===== src/rtl/pipeline_sequencer_if.sv =====
// Debug-command inputs, hazard/redirect inputs and the sequencer's
// control, status and counter outputs, bundled between the debug unit,
// the hazard unit and the datapath.
//
// Handshake: there is no valid/ready pair here. o_valid is a one-way
// advance strobe. Every stage consumes it in the same cycle and it can
// never be back-pressured; the only brake is i_hazard, which keeps
// o_valid high but turns the cycle into a stall (PC/IF-ID hold, ID/EX
// bubble).
interface pipeline_sequencer_if #(
    parameter int NB_COUNT = 32
);
    logic                i_run;
    logic                i_step;
    logic                i_hazard;
    logic                i_branch_taken;
    logic                i_halt;
    logic                o_valid;
    logic                o_pc_we;
    logic                o_ifid_we;
    logic                o_ifid_flush;
    logic                o_idex_bubble;
    logic                o_halted;
    logic                o_error;
    logic [1:0]          o_state;
    logic [NB_COUNT-1:0] o_cycle_count;
    logic [NB_COUNT-1:0] o_stall_count;

    // Sequencer side
    modport slave (
        input  i_run, i_step, i_hazard, i_branch_taken, i_halt,
        output o_valid, o_pc_we, o_ifid_we, o_ifid_flush, o_idex_bubble,
               o_halted, o_error, o_state, o_cycle_count, o_stall_count
    );

    // Debug unit / datapath side
    modport master (
        output i_run, i_step, i_hazard, i_branch_taken, i_halt,
        input  o_valid, o_pc_we, o_ifid_we, o_ifid_flush, o_idex_bubble,
               o_halted, o_error, o_state, o_cycle_count, o_stall_count
    );
endinterface


===== src/rtl/pipeline_sequencer.sv =====
// Run/step/stall sequencer for the 5-stage pipeline. It produces the
// global advance strobe and turns hazard stalls and branch redirects into
// per-register write enables, flush and bubble. It also keeps cycle/stall
// counters and a watchdog on consecutive stalls.
module pipeline_sequencer #(
    parameter int NB_COUNT  = 32,
    parameter int MAX_STALL = 4,
    parameter int NB_STALL  = 3
) (
    input  logic                  i_clock,
    input  logic                  i_reset,
    pipeline_sequencer_if.slave   bus
);

    typedef enum logic [1:0] {
        ST_IDLE   = 2'b00,
        ST_RUN    = 2'b01,
        ST_STEP   = 2'b10,
        ST_HALTED = 2'b11
    } state_e;

    localparam logic [NB_STALL-1:0] TRIP_AT = NB_STALL'(MAX_STALL - 1);

    state_e              state_q, state_d;
    logic                step_prev_q;
    logic [NB_STALL-1:0] consec_q, consec_d;
    logic                error_q, error_d;
    logic [NB_COUNT-1:0] cycle_q, cycle_d;
    logic [NB_COUNT-1:0] stall_q, stall_d;

    logic valid;
    logic step_pulse;
    logic trip;

    assign valid      = (state_q == ST_RUN) || (state_q == ST_STEP);
    assign step_pulse = bus.i_step & ~step_prev_q;
    assign trip       = valid & bus.i_hazard & (consec_q == TRIP_AT);

    // State, step edge detector, watchdog and counters
    always_ff @(posedge i_clock or negedge i_reset) begin
        if (!i_reset) begin
            state_q     <= ST_IDLE;
            step_prev_q <= 1'b1;  // a step held through reset must not fire
            consec_q    <= '0;
            error_q     <= 1'b0;
            cycle_q     <= '0;
            stall_q     <= '0;
        end else begin
            state_q     <= state_d;
            step_prev_q <= bus.i_step;
            consec_q    <= consec_d;
            error_q     <= error_d;
            cycle_q     <= cycle_d;
            stall_q     <= stall_d;
        end
    end

    // Next-state: halt/watchdog on an advance cycle beats the per-state rules
    always_comb begin
        state_d = state_q;
        case (state_q)
            ST_IDLE: begin
                if (bus.i_run)       state_d = ST_RUN;
                else if (step_pulse) state_d = ST_STEP;
            end
            ST_RUN:  if (!bus.i_run) state_d = ST_IDLE;
            ST_STEP: state_d = ST_IDLE;
            default: state_d = ST_HALTED;
        endcase
        if (state_q != ST_HALTED && valid && (bus.i_halt || trip))
            state_d = ST_HALTED;
    end

    // Watchdog and saturating counters only move on advance cycles
    always_comb begin
        consec_d = consec_q;
        error_d  = error_q | trip;
        cycle_d  = cycle_q;
        stall_d  = stall_q;
        if (valid) begin
            consec_d = bus.i_hazard ? consec_q + 1'b1 : '0;
            if (cycle_q != '1) cycle_d = cycle_q + 1'b1;
            if (bus.i_hazard && stall_q != '1) stall_d = stall_q + 1'b1;
        end
    end

    // Datapath controls: a stall beats a redirect; the branch is resolved again next cycle
    always_comb begin
        bus.o_pc_we       = 1'b0;
        bus.o_ifid_we     = 1'b0;
        bus.o_ifid_flush  = 1'b0;
        bus.o_idex_bubble = 1'b0;
        if (valid) begin
            if (bus.i_hazard) begin
                bus.o_idex_bubble = 1'b1;
            end else begin
                bus.o_pc_we      = 1'b1;
                bus.o_ifid_we    = 1'b1;
                bus.o_ifid_flush = bus.i_branch_taken;
            end
        end
    end

    assign bus.o_valid       = valid;
    assign bus.o_halted      = (state_q == ST_HALTED);
    assign bus.o_error       = error_q;
    assign bus.o_state       = state_q;
    assign bus.o_cycle_count = cycle_q;
    assign bus.o_stall_count = stall_q;

endmodule


===== src/flat_wrapper.sv =====
// flat-port wrapper written by rule: the top's interface ports become plain ports
module pipeline_sequencer_flat 
#(
    parameter int NB_COUNT  = 32,
    parameter int MAX_STALL = 4,
    parameter int NB_STALL  = 3
)
  (i_clock, i_reset, bus_i_run, bus_i_step, bus_i_hazard, bus_i_branch_taken, bus_i_halt, bus_o_valid, bus_o_pc_we, bus_o_ifid_we, bus_o_ifid_flush, bus_o_idex_bubble, bus_o_halted, bus_o_error, bus_o_state, bus_o_cycle_count, bus_o_stall_count);
  pipeline_sequencer_if #(.NB_COUNT(NB_COUNT)) bus_i ();
  input  logic i_clock;
  input  logic i_reset;
  input wire logic [$bits(bus_i.i_run)-1:0] bus_i_run;
  input wire logic [$bits(bus_i.i_step)-1:0] bus_i_step;
  input wire logic [$bits(bus_i.i_hazard)-1:0] bus_i_hazard;
  input wire logic [$bits(bus_i.i_branch_taken)-1:0] bus_i_branch_taken;
  input wire logic [$bits(bus_i.i_halt)-1:0] bus_i_halt;
  output wire logic [$bits(bus_i.o_valid)-1:0] bus_o_valid;
  output wire logic [$bits(bus_i.o_pc_we)-1:0] bus_o_pc_we;
  output wire logic [$bits(bus_i.o_ifid_we)-1:0] bus_o_ifid_we;
  output wire logic [$bits(bus_i.o_ifid_flush)-1:0] bus_o_ifid_flush;
  output wire logic [$bits(bus_i.o_idex_bubble)-1:0] bus_o_idex_bubble;
  output wire logic [$bits(bus_i.o_halted)-1:0] bus_o_halted;
  output wire logic [$bits(bus_i.o_error)-1:0] bus_o_error;
  output wire logic [$bits(bus_i.o_state)-1:0] bus_o_state;
  output wire logic [$bits(bus_i.o_cycle_count)-1:0] bus_o_cycle_count;
  output wire logic [$bits(bus_i.o_stall_count)-1:0] bus_o_stall_count;
  assign bus_i.i_run = bus_i_run;
  assign bus_i.i_step = bus_i_step;
  assign bus_i.i_hazard = bus_i_hazard;
  assign bus_i.i_branch_taken = bus_i_branch_taken;
  assign bus_i.i_halt = bus_i_halt;
  assign bus_o_valid = bus_i.o_valid;
  assign bus_o_pc_we = bus_i.o_pc_we;
  assign bus_o_ifid_we = bus_i.o_ifid_we;
  assign bus_o_ifid_flush = bus_i.o_ifid_flush;
  assign bus_o_idex_bubble = bus_i.o_idex_bubble;
  assign bus_o_halted = bus_i.o_halted;
  assign bus_o_error = bus_i.o_error;
  assign bus_o_state = bus_i.o_state;
  assign bus_o_cycle_count = bus_i.o_cycle_count;
  assign bus_o_stall_count = bus_i.o_stall_count;
  pipeline_sequencer #(.NB_COUNT(NB_COUNT), .MAX_STALL(MAX_STALL), .NB_STALL(NB_STALL)) u_core (.i_clock(i_clock), .i_reset(i_reset), .bus(bus_i));
endmodule

===== config.mk =====
export PLATFORM = sky130hd
export DESIGN_NAME = pipeline_sequencer_flat
export DESIGN_NICKNAME = d
export VERILOG_FILES = /design/src/rtl/pipeline_sequencer_if.sv /design/src/rtl/pipeline_sequencer.sv /design/src/flat_wrapper.sv
export SDC_FILE = /design/constraint.sdc
export NUM_CORES = 1
export LEC_CHECK = 0
export CAP_MARGIN = 20
export CORE_UTILIZATION = 55
export DETAILED_ROUTE_END_ITERATION = 16
export DONT_BUFFER_PORTS = 1
export PLACE_DENSITY_LB_ADDON = 0.2
export SETUP_SLACK_MARGIN = 0.2
export SLEW_MARGIN = 30
export SYNTH_ARGS = -nofsm -noshare
export SYNTH_HDL_FRONTEND = slang
export SYNTH_SLANG_ARGS = --single-unit

===== constraint.sdc =====
create_clock -name i_clock -period 2.15 [get_ports i_clock]
set_clock_uncertainty 0.1 [all_clocks]
set_input_delay 0.645 -clock i_clock [delete_from_list [all_inputs] [get_ports i_clock]]
set_output_delay 0.645 -clock i_clock [all_outputs]
set_load 0.02 [all_outputs]

==> Word-level counts from Yosys, hierarchy flattened <==
Cells that the tools add are included.
{ "classes": {"order_cmp": 0, "n_eq_ne": 9, "n_div": 0, "mul": 0, "mux": 12, "n_shift": 0, "bitwise_logic": 5, "addsub": 3, "reduce_logical": 9} }
{ "op_table": {"columns": ["operator", "n"], "rows": [
  ["adder 32 x 1 -> 32 bit, second input constant", 2],
  ["!= test 32 bit, second input constant", 2],
  ["2-to-1 mux 2 bit", 4],
  ["2-to-1 mux 1 bit", 6],
  ["case mux 2 bit (3 select lines)", 1],
  ["AND reduction 2 bit", 3],
  ["equality test 2 bit, second input constant", 2],
  ["!= test 4 x 2 -> 1 bit, second input constant", 1],
  ["adder 3 x 1 -> 3 bit, second input constant", 1],
  ["AND 1 bit", 3],
  ["equality test 3 x 2 -> 1 bit, second input constant", 1],
  ["logical AND 1 bit", 3],
  ["2-to-1 mux 3 bit", 1],
  ["!= test 3 bit, second input constant", 1],
  ["equality test 2 x 1 -> 1 bit, second input constant", 1],
  ["zero test 2 bit", 1],
  ["logical OR 1 bit", 2],
  ["!= test 2 bit, second input constant", 1],
  ["NOT 1 bit", 1],
  ["bitwise OR 1 bit", 1]
]} }
{ "word_totals": {"inputBits": 7, "register_bits": 71, "wordCells": 44, "memories": 0, "latchBits": 0, "ram_bits": 0, "rom_bits": 0} }

==> Logic depth before layout (Yosys ltp) <==
Gate-level depths: netlist (run 1).
{ "depth": {"depth_word": 8, "depth_mapped": 9} }

==> Worst setup path before layout (run 1) <==
OpenSTA, ideal clock, no wires.
{ "synth_timing": {"path_kind": "flip-flop to output port", "from": "register u_core.state_q[0], in the netlist u_core.bus.o_state[0]", "to": "output port bus_o_ifid_flush", "t_arrival_ns": 1.899, "n_path_buf": 1, "path_slack_ns": -0.494, "stages_incl_launch_ff": 7, "required_ns": 1.405, "path_cell_list": "dfrtp_1 inv_1 ha_1 buf_2 inv_2 nor2_1 and2_1"} }
{ "synth_via": {"elab_chain_len": 3, "word_cells_on_any_way": 4, "cone_classes": "eq/ne: 2; mux: 1; reduce/logical: 1"} }
{ "synth_lines": {"columns": ["item", "line_no", "text"], "rows": [
  ["start: declaration", "pipeline_sequencer.sv:24", "state_e state_q, state_d;"],
  ["start signal: assignment", "pipeline_sequencer.sv:49", "state_q <= state_d;"],
  ["equality test 2 x 1 -> 1 bit or equality test 2 bit (tied branches)", "pipeline_sequencer.sv:35", "assign valid = (state_q == ST_RUN) || (state_q == ST_STEP);"],
  ["logical OR 1 bit *", "pipeline_sequencer.sv:35", null],
  ["named net bus_o_valid", "flat_wrapper.sv:17", "output wire logic [$bits(bus_i.o_valid)-1:0] bus_o_valid;"],
  ["2-to-1 mux 1 bit *", "pipeline_sequencer.sv:93", "if (valid) begin"],
  ["end: declaration", "flat_wrapper.sv:20", "output wire logic [$bits(bus_i.o_ifid_flush)-1:0] bus_o_ifid_flush;"]
]} }
Mark *: on every way through the listed nets, which the timed path passes. The rest lies on a longest branch.

==> Worst setup path in the final report (run 1) <==
{ "layout_timing": {"from": "register u_core.state_q[1], in the netlist u_core.bus.o_state[1]", "to": "output port bus_o_ifid_flush"} }
{ "layout_via": {"elab_chain_len": 3, "word_cells_on_any_way": 4, "cone_classes": "eq/ne: 2; mux: 1; reduce/logical: 1"} }
{ "layout_lines": {"columns": ["item", "line_no"], "rows": [
  ["equality test 2 x 1 -> 1 bit or equality test 2 bit (tied branches)", "pipeline_sequencer.sv:35"],
  ["logical OR 1 bit *", "pipeline_sequencer.sv:35"],
  ["2-to-1 mux 1 bit *", "pipeline_sequencer.sv:93"]
]} }
Mark *: on every way between the ends. The rest lies on a longest branch, timed or not.

==> results of run 1 <==
==> cells by family after synthesis <==
kind of cell	after synthesis	share of synthesized area
muxes	3	0.00917
adders and majority gates	7	0.0247
AOI/OAI and AO/OA	14	0.0325
and+or+nand+nor	149	0.259
xor gates and xnor gates	61	0.151
buffers and inverters	15	0.0229
DFF	71	0.501
==> through the flow <==
step	power [mW]	hold WS (ns)	worst slack [ns]
after floorplan	2.72	0.249	0.0393
after global placement	3.06	0.251	0.202
after detailed placement	3.11	0.251	0.132
after CTS	4.27	-0.127	0.0191
after global routing	4.71	-0.143	-0.0580
final	4.46	-0.121	0.0251
==> layout make-up <==
type,instances,share of cell area
multi-input cells,234,0.400
flip-flops and latches,71,0.385
repair buffers,86,0.146
clock buffers,13,0.0300
well taps,75,0.0203
clock inverters,3,0.00946
inverters,7,0.00838
==> power by group through the flow <==
stage | registers, mW | clock network [mW] | logic (mW)
6_report | 1.71 | 1.03 | 1.73
3_3_place_gp | 1.71 | 0 | 1.35
2_1_floorplan | 1.88 | 0 | 0.838
5_1_grt | 1.74 | 1.11 | 1.87
3_5_place_dp | 1.72 | 0 | 1.39
4_1_cts | 1.70 | 1.04 | 1.53
==> how the worst max path moves through the flow <==
stage / from / end / depth (start not counted)
detailed placement: u_core.bus.o_state[1] / u_core.bus.o_stall_count[26] / 7
finish: u_core.bus.o_state[1] / bus_o_ifid_flush / 5
global route: u_core.bus.o_state[1] / bus_o_ifid_flush / 5
floorplan: u_core.bus.o_state[0] / bus_o_ifid_flush / 6
global placement: u_core.bus.o_state[1] / u_core.bus.o_stall_count[26] / 7
CTS: u_core.bus.o_state[1] / bus_o_ifid_flush / 5
==> sequential cells by signal (all words and copies together) (netlist names) <==
register                  count
u_core.bus.o_cycle_count     32
u_core.bus.o_stall_count     32
u_core.consec_q               3
u_core.bus.o_state            2
u_core.bus.o_error            1
u_core.step_prev_q            1
==> metal layers <==
metal,up-vias,track usage,part of all wire
met5,-,0,0
met4,0,0.0895,0.012
met3,11,0.0824,0.062
met1,1387,0.292,0.41
met2,86,0.426,0.51
li1,1316,-,-
==> cell usage after synthesis, types with 2 or more instances <==
cell	n	area (um^2)
xnor2_1	52	455
and3_1	9	56.3
nor4_4	3	63.8
buf_2	5	25.0
nor2b_1	2	12.5
mux2_1	2	22.5
and2_1	4	25.0
nand3_2	8	80.1
nor4_1	4	25.0
ha_1	7	87.6
nand4_1	27	169
nand3_1	23	115
xor2_1	9	78.8
a21oi_1	4	20.0
buf_6	2	22.5
nor2_1	17	63.8
and4_1	4	35.0
nor3_2	2	20.0
nor3_1	4	20.0
dfrtp_1	70	1750
nand2_1	31	116
inv_1	6	22.5
==> repair_timing <==
action,4_1_cts,5_1_grt
setup endpoints to repair,19,47
endpoints found under the hold margin,70,70
setup buffers,6,7
pin swaps,4,13
gates resized for setup,9,31
==> metrics.md, run 1 <==
| Metric | Value |
|---|---|
| Gpl congestion | `0.807` |
| Die height | `82.3 um` |
| Class of the tightest hold or removal check | `primary input to async pin` |
| Number of sinks driven by the clock tree | `71` |
| Initial antenna violation count | `0` |
| Max_slew headroom | `0.565` |
| Final setup fails | `0` |
| Critical path start-end classification | `flop to output port` |
| Non-Filler Cell Area, Final | `4630 um^2` |
| Synth warnings | `0` |
| Top-Level Pins | `80` |
| DPL Wire Length | `5510 um` |
| Kind of capture point of the worst setup path | `output port` |
| Maximum number of pins on one net before global-route repair | `72` |
| Combinational Power Share | `0.387` |
| Maximum fanout encountered on the critical timing path | `4` |
| Starting density of the core | `0.585` |
| Post-route DRC violation count | `0` |
| EDFF count, synth | `0` |
| Unrepaired setup endpoints after global routing | `true` |
| Setup TNS | `0 ns` |
| Proportion of layout cells with a drive suffix above 1 | `0.360` |
| Cell Area, Placed | `4180 um^2` |
| Number of fillers in the final layout | `422` |
| Count of nets after finishing | `423` |
| Async set-reset flop share out of synthesis | `1.00` |
| Standby leakage power | `2.12 nW` |
| Measured slew at the worst slew-check pin | `0.646 ns` |
| Failing checks | `hold timing` |
| Clock root buffer | `clkbuf_8` |
| Starting DRC count in detailed routing | `154` |
| Number of maximum-capacitance violations | `0` |
| Die area | `6770 um^2` |
| Largest incremental delay on the critical path | `0.36 ns` |
| Number of rows in the core area | `28` |
| Depth of the CTS H-tree | `3` |
| Area taken by multi-input logic gates | `1850 um^2` |
| Post-layout instance count excluding filler cells | `489` |
| Arrival time at the worst endpoint | `1.38 ns` |
| Sequential group share of total power | `0.382` |
| Minimum clock period after layout | `2.12 ns` |
| Maximum achievable frequency | `471 MHz` |
| Post-Synthesis Net Count | `334` |
| Number of distinct library cell variants in the gate-level netlist after synthesis | `47` |
| R2r setup slk | `0.11 ns` |
| Worst hold margin | `-0.121 ns` |
| Number of global-route vias before repair | `2,759` |
| Max Transition Viols Final | `0` |
| Clk Latency, worst-skew pair | `0.35 ns` |
| Sequential cell area in the final layout | `1780 um^2` |
| Max clock buf depth | `2` |
| Cell at the slowest stage of the critical path | `dfrtp_2` |
| Synth Instances | `320` |
| Utilization after layout | `0.764` |
| Routed Wire Length | `8130 um` |
| Number of port buffers | `0` |
| Proportion of power drawn by the clock network | `0.230` |
| Vias | `2,800` |
| Worst Setup Start Kind | `flop` |
| Antenna fix cells | `0` |
| GRT Overall Usage | `0.250` |
| Clock transition at path regs | `0.07 ns` |
| Antenna violation net count after detailed routing | `0` |
| Status | `finished with violations` |
| Syn Area/Cell | `11.1 um^2` |
| First-pass GRT wire length | `12,500 um` |
| Final worst-path cycle share | `0.988` |
| Num CTS Buffers | `9` |
| Routed len/inst | `16.6 um` |
| Cell area power density | `963 nW/um^2` |
| GRT overflow | `0` |
| Switching Share | `0.362` |
| Cell-by-cell trace of the critical path | `inv_2 -> ha_4 -> inv_8 -> nor2_4 -> and2_4` |
| Required time at the endpoint of the critical path | `1.40 ns` |
| Leading register cell type out of synthesis | `dfrtp_1` |
| Sequential-to-total area share from yosys stat | `0.501` |
| Buffer and inverter count on the worst path | `2` |
| Post-synthesis sequential element count | `71` |
| Switching power | `1.61 mW` |
| Core outline area | `6060 um^2` |
| Most used cells in the layout excluding fill and tap cells | `buf_4, dfrtp_1, xnor2_1` |
| Cell-internal power | `2.84 mW` |
| Worst reg2reg endpoint | `u_core.bus.o_cycle_count[15]` |
| Number of cell instances on the worst register-to-register path | `9` |
| Peak ir drop on the vdd network | `990 uV` |
| Placed instance count | `460` |
| Floorplan die width | `82.3 um` |
| Via density per instance | `5.73` |
| Family with the most delay on the worst path | `flip-flops` |
| Worst R2R Start | `u_core.bus.o_state[1]` |
| Leading cell type in the layout, fill and taps excluded | `buf_4` |
| Synth-to-layout area growth | `30.6%` |
| CTS tree | `built` |
| Detailed Routing Iterations Pass 1 | `4` |
| Final hold violations | `70` |
| Combined area of all synthesized cells | `3550 um^2` |
(Power assumes the default switching activity.)
==> inputs of run 2 (changes only) <==
==> constraint.sdc (replaced) <==
create_clock -name i_clock -period 2.15 [get_ports i_clock]
set_clock_uncertainty 0.1 [all_clocks]
set_input_delay 0.1075 -clock i_clock [delete_from_list [all_inputs] [get_ports i_clock]]
set_output_delay 0.1075 -clock i_clock [all_outputs]
set_load 0.02 [all_outputs]
==> metrics.md, run 2 (synthesis results as in run 1) <==
| Metric | Value |
|---|---|
| Critical path start-end classification | `flop to flop` |
| Buffer and inverter count on the worst path | `2 (unchanged)` |
| Post-route DRC violation count | `0 (unchanged)` |
| Number of rows in the core area | `28 (unchanged)` |
| Maximum achievable frequency | `517 MHz (+9.8%)` |
| Vias | `2,745 (-2.0%)` |
| Die height | `82.3 um (unchanged)` |
| Leading cell type in the layout, fill and taps excluded | `buf_4` |
| Setup TNS | `0 ns (unchanged)` |
| Worst hold margin | `0.207 ns (+0.329 ns)` |
| Number of port buffers | `0 (unchanged)` |
| Clock root buffer | `clkbuf_8` |
| Family with the most delay on the worst path | `simple AND/OR/NAND/NOR gates` |
| Required time at the endpoint of the critical path | `2.29 ns (+0.89 ns)` |
| Proportion of layout cells with a drive suffix above 1 | `0.318 (-0.0419)` |
| Cell area power density | `902 nW/um^2 (-6.3%)` |
| First-pass GRT wire length | `12,700 um (+1.7%)` |
| Maximum number of pins on one net before global-route repair | `72 (unchanged)` |
| Gpl congestion | `0.792 (-1.8%)` |
| Final hold violations | `0 (-100%)` |
| Post-layout instance count excluding filler cells | `487 (-0.41%)` |
| Final worst-path cycle share | `0.900 (-0.0884)` |
| Count of nets after finishing | `422 (-0.24%)` |
| Antenna violation net count after detailed routing | `0 (unchanged)` |
| Most used cells in the layout excluding fill and tap cells | `buf_4, dfrtp_1, xnor2_1` |
| Unrepaired setup endpoints after global routing | `true` |
| GRT Overall Usage | `0.253 (+0.00380)` |
| Routed len/inst | `15.9 um (-4.5%)` |
| Measured slew at the worst slew-check pin | `0.394 ns (-0.252 ns)` |
| Starting density of the core | `0.585 (unchanged)` |
| Standby leakage power | `2.10 nW (-0.74%)` |
| Depth of the CTS H-tree | `3 (unchanged)` |
| Number of sinks driven by the clock tree | `71 (unchanged)` |
| Minimum clock period after layout | `1.93 ns (-0.190 ns)` |
| Detailed Routing Iterations Pass 1 | `4 (unchanged)` |
| Number of global-route vias before repair | `2,767 (+0.29%)` |
| Starting DRC count in detailed routing | `162 (+5.2%)` |
| Arrival time at the worst endpoint | `2.08 ns (+0.70 ns)` |
| Num CTS Buffers | `9 (unchanged)` |
| Die area | `6770 um^2 (unchanged)` |
| Status | `complete, no violations` |
| Max Transition Viols Final | `0 (unchanged)` |
| Core outline area | `6060 um^2 (unchanged)` |
| Routed Wire Length | `7730 um (-4.9%)` |
| Clock transition at path regs | `0.07 ns (about the same)` |
| Antenna fix cells | `0 (unchanged)` |
| Number of maximum-capacitance violations | `0 (unchanged)` |
| Synth-to-layout area growth | `27.1%` |
| Kind of capture point of the worst setup path | `flop` |
| Placed instance count | `457 (-0.65%)` |
| DPL Wire Length | `5510 um (about the same)` |
| Maximum fanout encountered on the critical timing path | `7 (+3)` |
| Top-Level Pins | `80 (unchanged)` |
| Max_slew headroom | `0.733 (+0.168)` |
| Floorplan die width | `82.3 um (unchanged)` |
| Max clock buf depth | `2 (unchanged)` |
| Final setup fails | `0 (unchanged)` |
| Via density per instance | `5.64 (-1.6%)` |
| Cell-by-cell trace of the critical path | `inv_2 -> ha_4 -> and4_4 -> nand2_4 -> nor3_4 -> buf_4 -> nand4_1 -> xnor2_1` |
| CTS tree | `built` |
| GRT overflow | `0 (unchanged)` |
| Peak ir drop on the vdd network | `1150 uV (+17%)` |
| Largest incremental delay on the critical path | `0.36 ns (about the same)` |
| Class of the tightest hold or removal check | `primary input to async pin` |
| Clk Latency, worst-skew pair | `0.35 ns (about the same)` |
| Worst Setup Start Kind | `flop` |
| Cell at the slowest stage of the critical path | `dfrtp_2` |
| Initial antenna violation count | `0 (unchanged)` |
-- run 2: changes by cell type in the layout (fill, tap and decap cells not counted), moves of 3 or more --
cell / previous run / this run
buf_6: 5 / 1
buf_4: 80 / 76
nor2_1: 14 / 17
clkbuf_1: 4 / 1
dlygate4sd3_1: 0 / 5
-- run 2: metal layers --
metal  global-route usage  up-vias  wire length, um
li1                     -     1307                -
met1                0.318     1348             3330
met5                    0        -                0
met4                0.121        0              163
met2                0.413       75             3750
met3               0.0582       15              484
-- run 2: worst reg2reg max path: stages, from the launching register on --
cell and delay [ns]:
dfrtp_2 0.36, inv_2 0.06, ha_4 0.36, and4_4 0.26, nand2_4 0.07, nor3_4 0.18
buf_4 0.15, nand4_1 0.12, xnor2_1 0.15
-- run 2: timing repair --
action,in CTS,in global routing
endpoints found under the setup margin,17,34
endpoints found under the hold margin,76,0
resized for setup,2,11
hold buffers,6,0
setup buffers,3,6
pin swaps,2,9
-- run 2: cell type report --
type                            instances  area, um^2
Clock inverter                          4        22.5
Sequential cell                        71        1780
Tap cell                               75        93.8
Timing Repair Buffer                   85         684
Fill cell                             437        1550
Multi-Input combinational cell        234        1750
Clock buffer                           11         141
Inverter                                7        26.3
-- run 2: power by group --
| group | internal, mW | switching, mW | total (mW) | leakage [nW] |
|---|---|---|---|---|
| Clock | 0.438 | 0.490 | 0.928 | 0.0850 |
| Sequential | 1.52 | 0.203 | 1.72 | 0.952 |
| Combinational | 0.576 | 0.839 | 1.41 | 1.07 |
-- run 2: worst paths after layout --
check,cells after the start,slack (ns),from,to
setup / recovery,8,0.22,u_core.bus.o_state[1],u_core.bus.o_cycle_count[25]
setup reg to reg,8,0.22,u_core.bus.o_state[1],u_core.bus.o_cycle_count[25]
max in group asynchronous,2,1.41,i_reset,u_core.step_prev_q
min in group i_clock,1,0.22,bus_i_step,u_core.step_prev_q
hold / removal,2,0.21,i_reset,u_core.bus.o_error
hold reg to reg,1,0.39,u_core.consec_q[0],u_core.consec_q[0]
-- run 2: metrics by stage --
| step | cell area, um^2 | worst slack (ns) | power [mW] | utilization |
|---|---|---|---|---|
| after floorplan | 3580 | 0.108 | 2.69 | - |
| after global placement | 4160 | 0.102 | 3.01 | 0.686 |
| after detailed placement | 4160 | 0.0573 | 3.05 | 0.686 |
| after CTS | 4420 | 0.208 | 4.04 | 0.729 |
| after global routing | 4510 | 0.146 | 4.31 | 0.744 |
| final | 4510 | 0.215 | 4.06 | 0.744 |
